**config.mk**
```make
export PLATFORM = sky130hd
export DESIGN_NAME = event_edge_detector
export DESIGN_NICKNAME = d
export VERILOG_FILES = /design/src/rtl/event_unit_pkg.sv /design/src/rtl/event_line_cond.sv /design/src/rtl/event_edge_detector.sv
export SDC_FILE = /design/constraint.sdc
export NUM_CORES = 1
export LEC_CHECK = 0
export CORE_MARGIN = 2
export CORE_UTILIZATION = 46
export CTS_CLUSTER_DIAMETER = 200
export CTS_CLUSTER_SIZE = 25
export DETAILED_ROUTE_END_ITERATION = 12
export GPL_TIMING_DRIVEN = 0
export PLACE_DENSITY_LB_ADDON = 0.15
export SLEW_MARGIN = 40
export SYNTH_ARGS = -nofsm -noshare
export SYNTH_HDL_FRONTEND = slang
export SYNTH_SLANG_ARGS = --single-unit
```
**constraint.sdc**
```tcl
create_clock -name HCLK -period 1.6 [get_ports HCLK]
set_clock_uncertainty 0.1 [all_clocks]
set_input_delay 0.32 -clock HCLK [delete_from_list [all_inputs] [get_ports HCLK]]
set_output_delay 0.32 -clock HCLK [all_outputs]
set_load 0.02 [all_outputs]
```
**src/rtl/event_unit_pkg.sv**
```systemverilog
// Shared register map for the event unit front-end and service unit.
// Index constants decode PADDR[4:2].
package event_unit_pkg;
  localparam int REG_IDX_W = 3;
  localparam int REGS_MAX_IDX = 4;

  localparam logic [REG_IDX_W-1:0] REG_RISE_EN    = 3'd0;
  localparam logic [REG_IDX_W-1:0] REG_FALL_EN    = 3'd1;
  localparam logic [REG_IDX_W-1:0] REG_LEVEL      = 3'd2;
  localparam logic [REG_IDX_W-1:0] REG_SW_TRIG    = 3'd3;
  localparam logic [REG_IDX_W-1:0] REG_FILTER_LEN = 3'd4;
endpackage

```
**src/rtl/event_line_cond.sv**
```systemverilog
// One event line: 2-flop sync, optional glitch filter, edge detect.
// Filter built only when EVENT_FILTER_EN is defined.
module event_line_cond
`ifdef EVENT_FILTER_EN
#(
  parameter int FILT_CNT_WIDTH = 4
)
`endif
(
  input  logic clk,
  input  logic rst_n,
  input  logic i_event,
`ifdef EVENT_FILTER_EN
  input  logic [FILT_CNT_WIDTH-1:0] i_filt_len,
  input  logic                      i_filt_clr,
`endif
  output logic o_lvl,
  output logic o_rise,
  output logic o_fall
);

  logic r_s1;
  logic r_s2;
  logic r_lvl_d;
  logic w_lvl;

  always_ff @(posedge clk or negedge rst_n) begin
    if (!rst_n) begin
      r_s1    <= 1'b0;
      r_s2    <= 1'b0;
      r_lvl_d <= 1'b0;
    end else begin
      r_s1    <= i_event;
      r_s2    <= r_s1;
      r_lvl_d <= w_lvl;
    end
  end

`ifdef EVENT_FILTER_EN
  logic                      r_lvl;
  logic [FILT_CNT_WIDTH-1:0] r_cnt;
  logic [FILT_CNT_WIDTH:0]   w_cnt_inc;

  assign w_cnt_inc = {1'b0, r_cnt} + 1'b1;

  // Length 0 behaves like 1: the compare is >=, so cnt never passes len.
  always_ff @(posedge clk or negedge rst_n) begin
    if (!rst_n) begin
      r_lvl <= 1'b0;
      r_cnt <= '0;
    end else if (i_filt_clr) begin
      r_cnt <= '0;
    end else if (r_s2 == r_lvl) begin
      r_cnt <= '0;
    end else if (w_cnt_inc >= {1'b0, i_filt_len}) begin
      r_lvl <= r_s2;
      r_cnt <= '0;
    end else begin
      r_cnt <= w_cnt_inc[FILT_CNT_WIDTH-1:0];
    end
  end

  assign w_lvl = r_lvl;
`else
  assign w_lvl = r_s2;
`endif

  assign o_lvl  = w_lvl;
  assign o_rise = w_lvl & ~r_lvl_d;
  assign o_fall = ~w_lvl & r_lvl_d;

endmodule

```
**src/rtl/event_edge_detector.sv**
```systemverilog
// Event front-end: sync, edge detect, SW trigger, APB regs, pulse reg.
// Optional per-line glitch filter enabled by EVENT_FILTER_EN.
module event_edge_detector
  import event_unit_pkg::*;
#(
  parameter int APB_ADDR_WIDTH = 12,
  parameter int NUM_LINES      = 32,
  parameter int FILT_CNT_WIDTH = 4
) (
  input  logic                      HCLK,
  input  logic                      HRESETn,
  input  logic [APB_ADDR_WIDTH-1:0] PADDR,
  input  logic [31:0]               PWDATA,
  input  logic                      PWRITE,
  input  logic                      PSEL,
  input  logic                      PENABLE,
  output logic [31:0]               PRDATA,
  output logic                      PREADY,
  output logic                      PSLVERR,
  input  logic [NUM_LINES-1:0]      event_i,
  output logic [NUM_LINES-1:0]      signal_o
);

  logic [REG_IDX_W-1:0] w_idx;
  logic                 w_acc;
  logic                 w_wr;
  logic                 w_rd;
  logic [NUM_LINES-1:0] w_wdata;
  logic [NUM_LINES-1:0] w_sw_trig;
  logic [NUM_LINES-1:0] w_lvl;
  logic [NUM_LINES-1:0] w_rise;
  logic [NUM_LINES-1:0] w_fall;
  logic [NUM_LINES-1:0] r_rise_en;
  logic [NUM_LINES-1:0] r_fall_en;
  logic [NUM_LINES-1:0] r_sig;
  logic                 w_unused;

  assign w_idx   = PADDR[4:2];
  assign w_acc   = PSEL && PENABLE;
  assign w_wr    = w_acc && PWRITE;
  assign w_rd    = w_acc && !PWRITE;
  assign w_wdata = PWDATA[NUM_LINES-1:0];
  assign PREADY  = 1'b1;
  assign PSLVERR = 1'b0;
  assign w_unused = ^{PADDR, PWDATA};

  assign w_sw_trig = (w_wr && (w_idx == REG_SW_TRIG)) ? w_wdata : '0;

  always_ff @(posedge HCLK or negedge HRESETn) begin
    if (!HRESETn) begin
      r_rise_en <= '0;
      r_fall_en <= '0;
    end else if (w_wr) begin
      if (w_idx == REG_RISE_EN) r_rise_en <= w_wdata;
      if (w_idx == REG_FALL_EN) r_fall_en <= w_wdata;
    end
  end

`ifdef EVENT_FILTER_EN
  logic [FILT_CNT_WIDTH-1:0] r_filt_len;
  logic                      w_filt_clr;

  assign w_filt_clr = w_wr && (w_idx == REG_FILTER_LEN);

  always_ff @(posedge HCLK or negedge HRESETn) begin
    if (!HRESETn) begin
      r_filt_len <= '0;
    end else if (w_filt_clr) begin
      r_filt_len <= PWDATA[FILT_CNT_WIDTH-1:0];
    end
  end
`else
  localparam int lp_unused_filt_w = FILT_CNT_WIDTH;
`endif

  for (genvar g = 0; g < NUM_LINES; g++) begin : g_line
`ifdef EVENT_FILTER_EN
    event_line_cond #(
      .FILT_CNT_WIDTH (FILT_CNT_WIDTH)
    ) u_line (
      .clk        (HCLK),
      .rst_n      (HRESETn),
      .i_event    (event_i[g]),
      .i_filt_len (r_filt_len),
      .i_filt_clr (w_filt_clr),
      .o_lvl      (w_lvl[g]),
      .o_rise     (w_rise[g]),
      .o_fall     (w_fall[g])
    );
`else
    event_line_cond u_line (
      .clk     (HCLK),
      .rst_n   (HRESETn),
      .i_event (event_i[g]),
      .o_lvl   (w_lvl[g]),
      .o_rise  (w_rise[g]),
      .o_fall  (w_fall[g])
    );
`endif
  end

  // HW edge and SW trigger are ORed so a coincidence yields one pulse.
  always_ff @(posedge HCLK or negedge HRESETn) begin
    if (!HRESETn) begin
      r_sig <= '0;
    end else begin
      r_sig <= (w_rise & r_rise_en)
             | (w_fall & r_fall_en)
             | w_sw_trig;
    end
  end

  assign signal_o = r_sig;

  always_comb begin
    PRDATA = '0;
    if (w_rd) begin
      unique case (1'b1)
        (w_idx == REG_RISE_EN): PRDATA = 32'(r_rise_en);
        (w_idx == REG_FALL_EN): PRDATA = 32'(r_fall_en);
        (w_idx == REG_LEVEL):   PRDATA = 32'(w_lvl);
`ifdef EVENT_FILTER_EN
        (w_idx == REG_FILTER_LEN): PRDATA = 32'(r_filt_len);
`endif
        default:                PRDATA = '0;
      endcase
    end
  end

endmodule

```
* Yosys cells after proc, flatten, opt, wreduce, memory -nomap -nowiden *
Cells that the tools add are included.

cells by class
  add/sub/neg operators = 0
  multipliers = 0
  divide/modulo/power cells = 0
  magnitude comparators = 0
  equal/unequal tests = 3
  shifts and indexed selects = 0
  mux-type cells = 3
  bitwise operators = 132
  reductions and logical operators = 8

operators by type and width
  operator              number
  $pmux W32 S3          1
  $and A1 B1 Y1         64
  $and A32 B32 Y32      2
  $mux W32              2
  $not A1 Y1            64
  $or A32 B32 Y32       2
  $eq A3 B2 Y1 const B  2
  $logic_and A1 B1 Y1   4
  $reduce_and A2 Y1     2
  $eq A3 B1 Y1 const B  1
  $logic_not A3 Y1      1
  $logic_not A1 Y1      1

storage, ports and cells
  register bits = 192
  bits in latches = 0
  RAM bits = 0
  bits in read-only memories = 0
  bits of input ports = 81
  output and inout bits = 66
  word-level logic and storage cells = 245
  memories = 0

* Longest topological paths before layout *
Gate-level depths: netlist of run 1.

  depth after elaboration = 5
  gate-level depth with buffers = 7
  gate-level depth less buffers = 3

* Cells and area by module *
From an unflattened synthesis of run 1, not the netlist that was laid out.

unflattened totals
  cells, all modules = 549
  area, all modules = 7703.6 µm²

modules (own cells, without submodules)
  module               instances  cells an instance  area an instance (µm²)  sequential area each (µm²)
  event_edge_detector  1          389                4820.9                  2402.3
  event_line_cond      32         5                  90.1                    75.1

* Worst setup path before layout of run 1 *
No wires, ideal clock.

  kind = input to output
  from = in PADDR[2]
  to = out PRDATA[31]
  data arrival time = 1.440 ns
  required time = 1.180 ns
  path slack = -0.260 ns
  stages on the path = 6
  path buffers = 3
  path through = buf_2 nor2b_1 clkbuf_2 clkbuf_1 nand2_1 a21oi_1

between the ends
  longest elaborated chain between the ends = 3
  elaborated cells between the ends (all ways) = 5
  classes of those cells = eq/ne: 2; mux: 2; reduce/logical: 1

RTL lines
  element                                     line                        source
  start, declared                             event_edge_detector.sv:12   input logic [APB_ADDR_WIDTH-1:0] PADDR,
  $eq A3 B2 Y1, or another cell as far along  event_edge_detector.sv:121  (w_idx == REG_LEVEL): PRDATA = 32'(w_lvl);
  $pmux W32 S3 (*)                            event_edge_detector.sv:118  unique case (1'b1)
  $mux W32 (*)                                event_edge_detector.sv:117  if (w_rd) begin
  end, declared                               event_edge_detector.sv:17   output logic [31:0] PRDATA,

Every way passes the cells marked *; elsewhere a longest branch is shown, timed or not.

* Final worst setup path of run 1 *
  from = reg g_line[16].u_line.r_s2
  to = out PRDATA[16]

between the ends
  longest elaborated chain between the ends = 2

RTL lines
  element                 line                        source
  start, declared         event_line_cond.sv:23       logic r_s2;
  start signal, assigned  event_line_cond.sv:34       r_s2 <= r_s1;
  $pmux W32 S3            event_edge_detector.sv:118
  $mux W32                event_edge_detector.sv:117

No other way between the ends.

==> results.md, run 1 <==
* Outcome: finished with violations
* Failing checks: negative setup slack
* Num ports at between 100 and 150
* Top cells by count, synth: dfrtp_1 (192), nand2_1 (39), mux2_2 (33), nor2_1 (33)
* Starting density of the core at between 40% and 50%
* Post-Place Setup Slack at -1.183 ns
* Die Ht at roughly 130 um
* Cell Area, Placed at slightly above 9000 um2
* Root buf cell: clkbuf_16
* # rows at 46
* Slew Limit Fails at 0
* Switch share at 24.95%
* Crit path DAT at 1.46 ns
* Area leader, netlist: dfrtp_1
* Reg power frac at between 40% and 50%
* Drt initial violations at 332
* DRT Wirelength at ~19,000 um
* Yosys reg bits at 192
* DIE AREA at between 15,000 and 20,000 um2
* Avg Inst Size Synth at about 14 um2
* Global-route wire length before repair at roughly 29,000 um
* Top_reg_cell synth: dfrtp_1
* Post-synthesis sequential area ratio at 65.55%
* DRT antenna net count at 0
* Total iterations of the first detailed-routing run at 4
* Total congestion overflow at 0
* Max-cap violations at 0
* WL per Instance at about 19 um
* Cell leakage power at about 5.4 nW
* Buffers on Ports at around 130
* CTS Buf Count at 17
* RSZ-0062 raised after global routing: yes
* Hold Crit Start: event_i[23]
* Number of placed instances, taps included at slightly below 900
* CTS clk-pin slew, worst paths at approximately 0.070 ns
* GPL Wtd Cong at between 0.8 and 0.9
* Critical path type: reg -> out
* Crit end category: primary output
* Number of synthesized flops with an enable pin at 0
* Cells after Synth at slightly above 500
* DR vias at around 5,000
* Clock Latency Late Sink at 0.43 ns
* Synth top area cells: dfrtp_1 (66%), mux2_4 (6.1%), mux2_2 (5.1%), mux2i_1 (4.4%), a2bb2oi_1 (3.7%)
* Worst Hold Class: in -> reg
* Share of the synthesized area in the top cell type at 65.55%
* Hold WS at approximately 0.22 ns
* YS warnings at 0
* CP Launch Type: flip-flop
* Comb power frac at between 10% and 20%
* ANT cells at 0
* Clock Power Share at about 36%
* Final hold viol count at 0
* Net switching power at roughly 3.1 mW
* Fill cells at 1,075
* FMAX at 531.4 MHz
* Deepest clock path buffer count at 2
* Hpwl dp at 10,950 um
* Launch point of the worst path: g_line[16].u_line.o_lvl$_DFF_PN0_
* Largest net degree at the start of global routing at around 80
* Final worst setup slack at -0.2820 ns
* Chip width at 130.2 um
* Min cycle time layout at ~1.9 ns
* Tcrit/Tclk final at 117.6%
* Layout Cell Area excl Fill at about 11,000 um2
* Core area at ~16,000 um2
* Async SR Flop Fraction at between 90% and 100%
* Proportion of layout cells with a drive suffix above 1 at 40.16%
* Max Fanout on Critical Path at 4
* Cell area after synthesis at 7330 um2
* Count leader, synth: dfrtp_1
* Power Density at 1110 nW/um2
* CTS tree: yes
* Antenna violations before repair at 0
* Post-DR vias/cell at a little over 5
* Data required time of the worst path at 1.18 ns
* CTS sink cnt at approximately 190
* Reg-to-reg startpoint: g_line[29].u_line.o_lvl$_DFF_PN0_
* Peak supply drop at between 0.8 and 0.9 mV
* Fin nets at between 800 and 900
* Non-Filler Instances at between 900 and 1,000
* Syn nets at 600
* GRT Total Usage at around 22%
* Overall Power at about 12 mW
* H-tree depth at 4
* Final Setup Violations at 32
* DRC at 0
* Area Growth Syn to Fin at 51.66%
* Vias in the first global route at ~5,300
* Pint at 9.261 mW
* Netlist cell types at 24
-- path summary, 6_finish.rpt --
path,end,slack [ns],cells past startpoint
min reg2reg,g_line[3].u_line.o_lvl$_DFF_PN0_,0.25,0
min,g_line[23].u_line.r_s1$_DFF_PN0_,0.22,1
max,PRDATA[16],-0.28,4
max in group asynchronous,r_fall_en[22]$_DFFE_PN0P_,0.21,4
min in group asynchronous,g_line[17].u_line.o_lvl$_DFF_PN0_,0.27,2
max reg2reg,signal_o[29]$_DFF_PN0_,0.44,5
-- kinds of logic after synthesis --
group           count (synthesis)  share of synthesized area (%)
buf+inv                        28                          2.287
simple gates                  105                          6.999
other cells                     2                         0.1025
flops                         192                          65.55
mux                            96                          15.74
compound gates                 96                          9.321
-- metal layers --
| layer | share of wire (%) | vias to the layer above | track usage (%) |
|---|---|---|---|
| met3 | 4.5 | 29 | 5.371 |
| met4 | 1.8 | 0 | 7.021 |
| met1 | 44 | 2605 | 29.67 |
| met2 | 50 | 140 | 36.96 |
| met5 | 0 | - | 0 |
| li1 | - | 2295 | - |
-- power groups by stage --
stage | sequential, mW | clock [mW] | combinational (mW)
6_report | 5.77 | 4.45 | 2.12
5_1_grt | 5.83 | 4.74 | 2.29
4_1_cts | 5.75 | 4.53 | 2.01
3_5_place_dp | 5.85 | 0 | 1.74
3_3_place_gp | 5.81 | 0 | 1.68
2_1_floorplan | 5.86 | 0 | 0.951
-- flip-flops by register name, summed over array words and instances (netlist names) --
| name | cells |
|---|---|
| g_line.u_line.o_lvl | 32 |
| g_line.u_line.r_lvl_d | 32 |
| g_line.u_line.r_s1 | 32 |
| r_fall_en | 32 |
| r_rise_en | 32 |
| signal_o | 32 |
-- final cells by class --
cell class              count  area [um2]  share of cell area (%)
flip-flops and latches    192        4805                   43.22
well taps                 216       270.3                   2.431
clock inverters            12       182.7                   1.643
multi-input cells         299        2925                   26.32
repair buffers            212        2140                   19.25
plain buffers              28       360.3                   3.242
clock buffers              19       432.9                   3.895
-- layout by cell type, fill, tap and decap left out, types with 5 or more instances in the layout --
cell type and instances:
dfrtp_1 192, a2bb2oi_2 30, clkbuf_16 27, buf_4 73, buf_6 34, mux2_4 60
o22ai_1 5, nand2_1 39, nand3b_1 27, clkdlybuf4s50_1 64, a21o_1 32, buf_12 8
buf_16 5, mux2i_2 5, o21ai_0 27, dlygate4sd2_1 32, mux2i_1 27, nor2_4 30
clkbuf_2 10
-- stage by stage --
step                util (%)   TNS, ns
floorplan                  -    -1.618
global placement       58.89  -1533.91
detailed placement     59.27    -95.80
CTS                    68.82    -6.847
global route           70.74    -8.571
finish                 70.74    -6.391
-- what timing repair did --
action / 4_1_cts / 5_1_grt
pin swaps: 16 / 20
gates cloned: 6 / 4
hold buffers: 1 / 0
gates resized for setup: 308 / 24
buffers inserted: 46 / 20
endpoints found under the hold margin: 48 / 0
setup endpoints to repair: 155 / 147
-- critical path, cell delays in order, from the launching register on --
cell       delay (ns)
dfrtp_1          0.41
mux2i_1          0.24
a2bb2oi_2        0.23
nor2_4           0.04
buf_6            0.12
(Power assumes the default switching activity.)
==> run 2: changes to the inputs <==
CORE_MARGIN = not set   (was 2)
CTS_BUF_LIST = sky130_fd_sc_hd__clkbuf_16   (was not set)
==> run 2 against run 1 <==
The run still ends with negative setup slack left. Global-route usage grew 0.35 points. Non-clock buffer count is 4 lower. Highest routed layer unchanged. Design area down 1.8%. Sequential power barely moved. Worst setup slack improved by 0.050 ns. Via count fell by 3.3%. Sequential share of layout area increased by 0.80 points. Critical endpoint is now PRDATA[24]. Wire length shrank 4.8%.
==> results.md, run 2 (synthesis results as in run 1) <==
* WL per Instance at approximately 18 um
* Reg-to-reg startpoint: g_line[1].u_line.o_lvl$_DFF_PN0_
* Fin nets at between 800 and 900
* CP Launch Type: flip-flop
* CTS sink cnt at around 190
* Area Growth Syn to Fin at 48.91%
* Final hold viol count at 0
* Largest net degree at the start of global routing at 79
* Commonest non-fill, non-tap cells in the layout: dfrtp_1 (192), buf_4 (74), clkdlybuf4s50_1 (64), mux2_4 (60), nand2_1 (38)
* Root buf cell: clkbuf_16
* Data required time of the worst path at between 1 and 1.5 ns
* # rows at between 40 and 50
* Die Ht at between 100 and 150 um
* Final Setup Violations at 32
* Clock Power Share at 34.1%
* CTS clk-pin slew, worst paths at 0.07 ns
* ANT cells at 0
* Hold depth at 1
* GRT Total Usage at ~23%
* Crit path DAT at 1.41 ns
* Worst R2R End: signal_o[1]$_DFF_PN0_
* Clock Latency Late Sink at 0.42 ns
* Utilization after layout at between 70% and 80%
* Worst Hold Class: in -> reg
* Net switching power at about 3.0 mW
* Cell leakage power at about 5.3 nW
* DRT antenna net count at 0
* Min cycle time layout at 1.832 ns
* Power Density at 1098 nW/um2
* Antenna violations before repair at 0
* H-tree depth at 4
* Deepest clock path buffer count at 2
* Total congestion overflow at 0
* Failing checks: negative setup slack
* RSZ-0062 raised after global routing: yes
* Slew Limit Fails at 0
* FMAX at between 500 and 600 MHz
* Crit end category: primary output
* Max Fanout on Critical Path at 4
* CTS tree: yes
* Total iterations of the first detailed-routing run at 4
* Fill cells at roughly 1,100
* DR vias at between 4,000 and 5,000
* Pint at 8.945 mW
* Comb power frac at between 10% and 20%
* Hpwl dp at between 10,000 and 15,000 um
* Final worst setup slack at -0.2324 ns
* Hold Crit Start: event_i[28]
* Global-route wire length before repair at roughly 28,000 um
* Buffers on Ports at 133
* Tcrit/Tclk final at 114.5%
* Hold path endpoint: g_line[28].u_line.r_s1$_DFF_PN0_
* DRT Wirelength at 17,630 um
* Most common cell after layout, fill and taps aside: dfrtp_1
* DRC at 0
* Reg power frac at ~48%
* Outcome: finished with violations
* R2r setup slk at 0.42 ns
* Overall Power at 11.99 mW
* Max-cap violations at 0
* Post-DR vias/cell at ~5.1
* GPL Wtd Cong at about 0.78
* Proportion of layout cells with a drive suffix above 1 at between 30% and 40%
* Switch share at approximately 25%
* DIE AREA at about 16,000 um2
* CTS Buf Count at 17
* Worst reg2reg path depth at 5
* Starting density of the core at a little under half
* Vias in the first global route at around 5,300
* Peak supply drop at ~0.77 mV
* Chip width at between 100 and 150 um
* Critical path type: reg -> out
* Core area at around 15,000 um2
* Num ports at roughly 150
* Drt initial violations at approximately 170
run 2: changes by cell type in the layout (fill, tap and decap cells not counted), moves of 3 or more:
cell and change:
clkbuf_16 -3, mux2i_2 -3, buf_12 -6, buf_8 +5
clkbuf_2 -3, mux2i_1 +3, clkinv_2 +3
run 2: critical path, cell delays in order (launching register included):
cell	delay, ns
dfrtp_1	0.41
mux2i_1	0.21
a2bb2oi_2	0.20
nor2_4	0.04
buf_6	0.12
run 2: per-layer routing:
metal	track usage [%]	wire, um	vias to the layer above
li1	-	-	2288
met1	30.71	8083	2513
met2	38.12	8862	92
met3	4.841	568	10
met4	4.637	117	0
met5	0	0	-
run 2: power by group through the flow:
stage / logic, mW / clock network (mW) / registers [mW]
6_report: 2.15 / 4.09 / 5.75
5_1_grt: 2.30 / 4.37 / 5.81
4_1_cts: 2.06 / 4.16 / 5.74
3_5_place_dp: 1.73 / 0 / 5.84
3_3_place_gp: 1.68 / 0 / 5.81
2_1_floorplan: 0.951 / 0 / 5.86
run 2: area by class of cell:
type                    instances  area, um2  share of cell area [%]
well taps                     211      264.0                   2.419
clock inverters                15      142.6                   1.307
flip-flops and latches        192       4805                   44.02
clock buffers                  17      425.4                   3.898
repair buffers                208       2011                   18.42
multi-input cells             299       2918                   26.73
plain buffers                  28      349.1                   3.198
run 2: worst max path at each step:
stage,startpoint,endpoint,slack [ns],depth (start not counted)
after detailed placement,PWRITE,PRDATA[8],-1.14,6
after CTS,g_line[26].u_line.o_lvl$_DFF_PN0_,PRDATA[26],-0.24,4
after global routing,g_line[6].u_line.o_lvl$_DFF_PN0_,PRDATA[6],-0.29,4
final,g_line[24].u_line.o_lvl$_DFF_PN0_,PRDATA[24],-0.23,4
after floorplan,PADDR[4],r_rise_en[0]$_DFFE_PN0P_,-0.02,5
after global placement,HRESETn,g_line[3].u_line.r_s1$_DFF_PN0_,-7.49,1
run 2: timing repair:
item	in CTS	in global routing
pin swaps	18	18
hold endpoints to repair	39	0
hold buffers	1	0
resized for setup	307	9
setup buffers	48	20
endpoints found under the setup margin	146	91
cloned	4	0
run 2: stage by stage:
stage / cell area [um2] / worst slack, ns / TNS (ns) / hold slack (ns) / std cells
detailed placement: 9306 / -1.140 / -92.83 / 0.1341 / 865
global placement: 9246 / -7.489 / -1525.93 / 0.2320 / 863
CTS: 10740 / -0.2426 / -6.485 / 0.2159 / 950
global route: 10910 / -0.2921 / -8.002 / 0.2139 / 970
floorplan: 7651 / -0.02472 / -1.618 / -0.07559 / 519
finish: 10910 / -0.2324 / -5.948 / 0.2305 / 970
==> run 3: changes to the inputs <==
CORE_UTILIZATION = 40   (was 46)
GPL_ROUTABILITY_DRIVEN = 0   (was not set)
==> run 3 against run 2 <==
The run still ends with negative setup slack left. Maximum frequency grew 0.39%. Combinational power hardly changed. Critical path depth did not move. Count of clock-buffer cells in the layout unchanged. Critical path type unchanged. Largest power group unchanged.
==> results.md, run 3 (synthesis results as in run 1) <==
* CTS tree: yes
* DRT Wirelength at between 15,000 and 20,000 um
* Switch share at 26.01%
* Reg-to-reg startpoint: g_line[2].u_line.o_lvl$_DFF_PN0_
* Cells along the critical path: mux2i_2, a2bb2oi_2, nor2_4, buf_6
* GRT Total Usage at 20.33%
* Max Fanout on Critical Path at 3
* Largest net degree at the start of global routing at 75
* # rows at between 40 and 50
* Slowest stage cell, crit path: dfrtp_1
* Area Growth Syn to Fin at 49.40%
* Post-Place Setup Slack at -1.168 ns
* Starting density of the core at around two fifths
* Total congestion overflow at 0
* Crit path DAT at between 1 and 1.5 ns
* Total iterations of the first detailed-routing run at 4
* Hold Crit Start: event_i[26]
* FMAX at roughly 550 MHz
* Deepest clock path buffer count at 2
* DRC at 0
* DR vias at approximately 5,000
* Min cycle time layout at ~1.8 ns
* Worst Hold Class: in -> reg
* Tcrit/Tclk final at 114.1%
* Failing checks: negative setup slack
* CP Launch Type: flip-flop
* Proportion of layout cells with a drive suffix above 1 at between 30% and 40%
* DRT antenna net count at 0
* Antenna violations before repair at 0
* DIE AREA at around 19,000 um2
* Clock Latency Late Sink at ~0.43 ns
* Core area at about 18,000 um2
* Hpwl dp at 11,190 um
* Crit end category: primary output
* Final Setup Violations at 32
* Most common cell after layout, fill and taps aside: dfrtp_1
* RSZ-0062 raised after global routing: yes
* WL per Instance at around 18 um
* Slew Limit Fails at 0
* Max-cap violations at 0
* Root buf cell: clkbuf_16
* Global-route wire length before repair at approximately 28,000 um
* CTS clk-pin slew, worst paths at around 0.08 ns
* Clock Power Share at 36.4%
* Outcome: finished with violations
* Final worst setup slack at -0.2252 ns
* Critical path type: reg -> out
* Cell leakage power at about 5.3 nW
* Power Density at 1130 nW/um2
* Max incr delay on CP at roughly 0.4 ns
* Net switching power at roughly 3.2 mW
* Peak supply drop at slightly above 0.8 mV
* Comb power frac at about 17%
* Reg power frac at about 46%
* H-tree depth at 4
* Buf/Inv on CP at 1
* Launch point of the worst path: r_rise_en[25]$_DFFE_PN0P_
* Buffers on Ports at between 100 and 150
* Data required time of the worst path at around 1.2 ns
* Drt initial violations at roughly 220
* Pint at around 9.2 mW
* CTS Buf Count at 17
* Commonest non-fill, non-tap cells in the layout: dfrtp_1 (192), buf_4 (65), clkdlybuf4s50_1 (64), mux2_4 (60), nand2_1 (39)
* Hold WS at approximately 0.22 ns
* CP top delay family: flip-flops
* Post-DR vias/cell at about 5.1
* Fin nets at 821
* ANT cells at 0
* Chip width at between 100 and 150 um
* Num ports at 147
* Die Ht at about 140 um
* Vias in the first global route at 5,358
* Final hold viol count at 0
* CTS sink cnt at between 150 and 200
-- run 3: worst paths after layout --
path                                                           to  slack (ns)  cells after the start
max in group asynchronous        g_line[5].u_line.o_lvl$_DFF_PN0_        0.33                      4
worst min-delay path             g_line[26].u_line.r_s1$_DFF_PN0_        0.22                      1
worst max register to register              signal_o[2]$_DFF_PN0_        0.44                      5
worst min register to register   g_line[9].u_line.o_lvl$_DFF_PN0_        0.25                      0
worst max-delay path                                   PRDATA[25]       -0.23                      4
min in group asynchronous       g_line[20].u_line.o_lvl$_DFF_PN0_        0.37                      3
-- run 3: power groups by stage --
stage | Clock [mW] | Combinational (mW) | Sequential [mW]
2_1_floorplan | 0 | 0.951 | 5.86
3_3_place_gp | 0 | 1.68 | 5.81
3_5_place_dp | 0 | 1.75 | 5.84
4_1_cts | 4.60 | 2.12 | 5.73
5_1_grt | 4.80 | 2.30 | 5.80
6_report | 4.50 | 2.13 | 5.74
-- run 3: final cells by class --
cell class / count / area (um2)
sequential: 192 / 4805
fill: 1375 / 7013
timing repair buffer: 202 / 1993
multi-input combinational: 299 / 2917
buffer: 28 / 330.3
clock inverter: 15 / 193.9
clock buffer: 17 / 425.4
tap: 229 / 286.5
-- run 3: through the flow --
| step | setup TNS [ns] | cell area (um2) | std cells | utilization (%) | power, mW |
|---|---|---|---|---|---|
| floorplan | -1.618 | 7651 | 519 | - | 6.813 |
| global placement | -1562.33 | 9269 | 881 | 51.60 | 7.496 |
| detailed placement | -97.27 | 9356 | 884 | 52.09 | 7.594 |
| CTS | -7.086 | 10870 | 974 | 60.51 | 12.45 |
| global route | -8.387 | 10950 | 982 | 60.96 | 12.90 |
| finish | -6.109 | 10950 | 982 | 60.96 | 12.37 |
-- run 3: per-layer routing --
layer | wire length, um | GRT usage, %
met1 | 7781 | 25.69
met2 | 9183 | 33.78
met4 | 325 | 7.631
met3 | 703 | 4.857
met5 | 0 | 0
-- run 3: what timing repair did --
| item | in CTS | in global routing |
|---|---|---|
| gates resized for setup | 306 | 7 |
| hold endpoints to repair | 72 | 0 |
| pin swaps | 19 | 21 |
| endpoints found under the setup margin | 154 | 51 |
| hold buffers | 1 | 0 |
| gates cloned | 4 | 0 |
| buffers inserted | 53 | 8 |
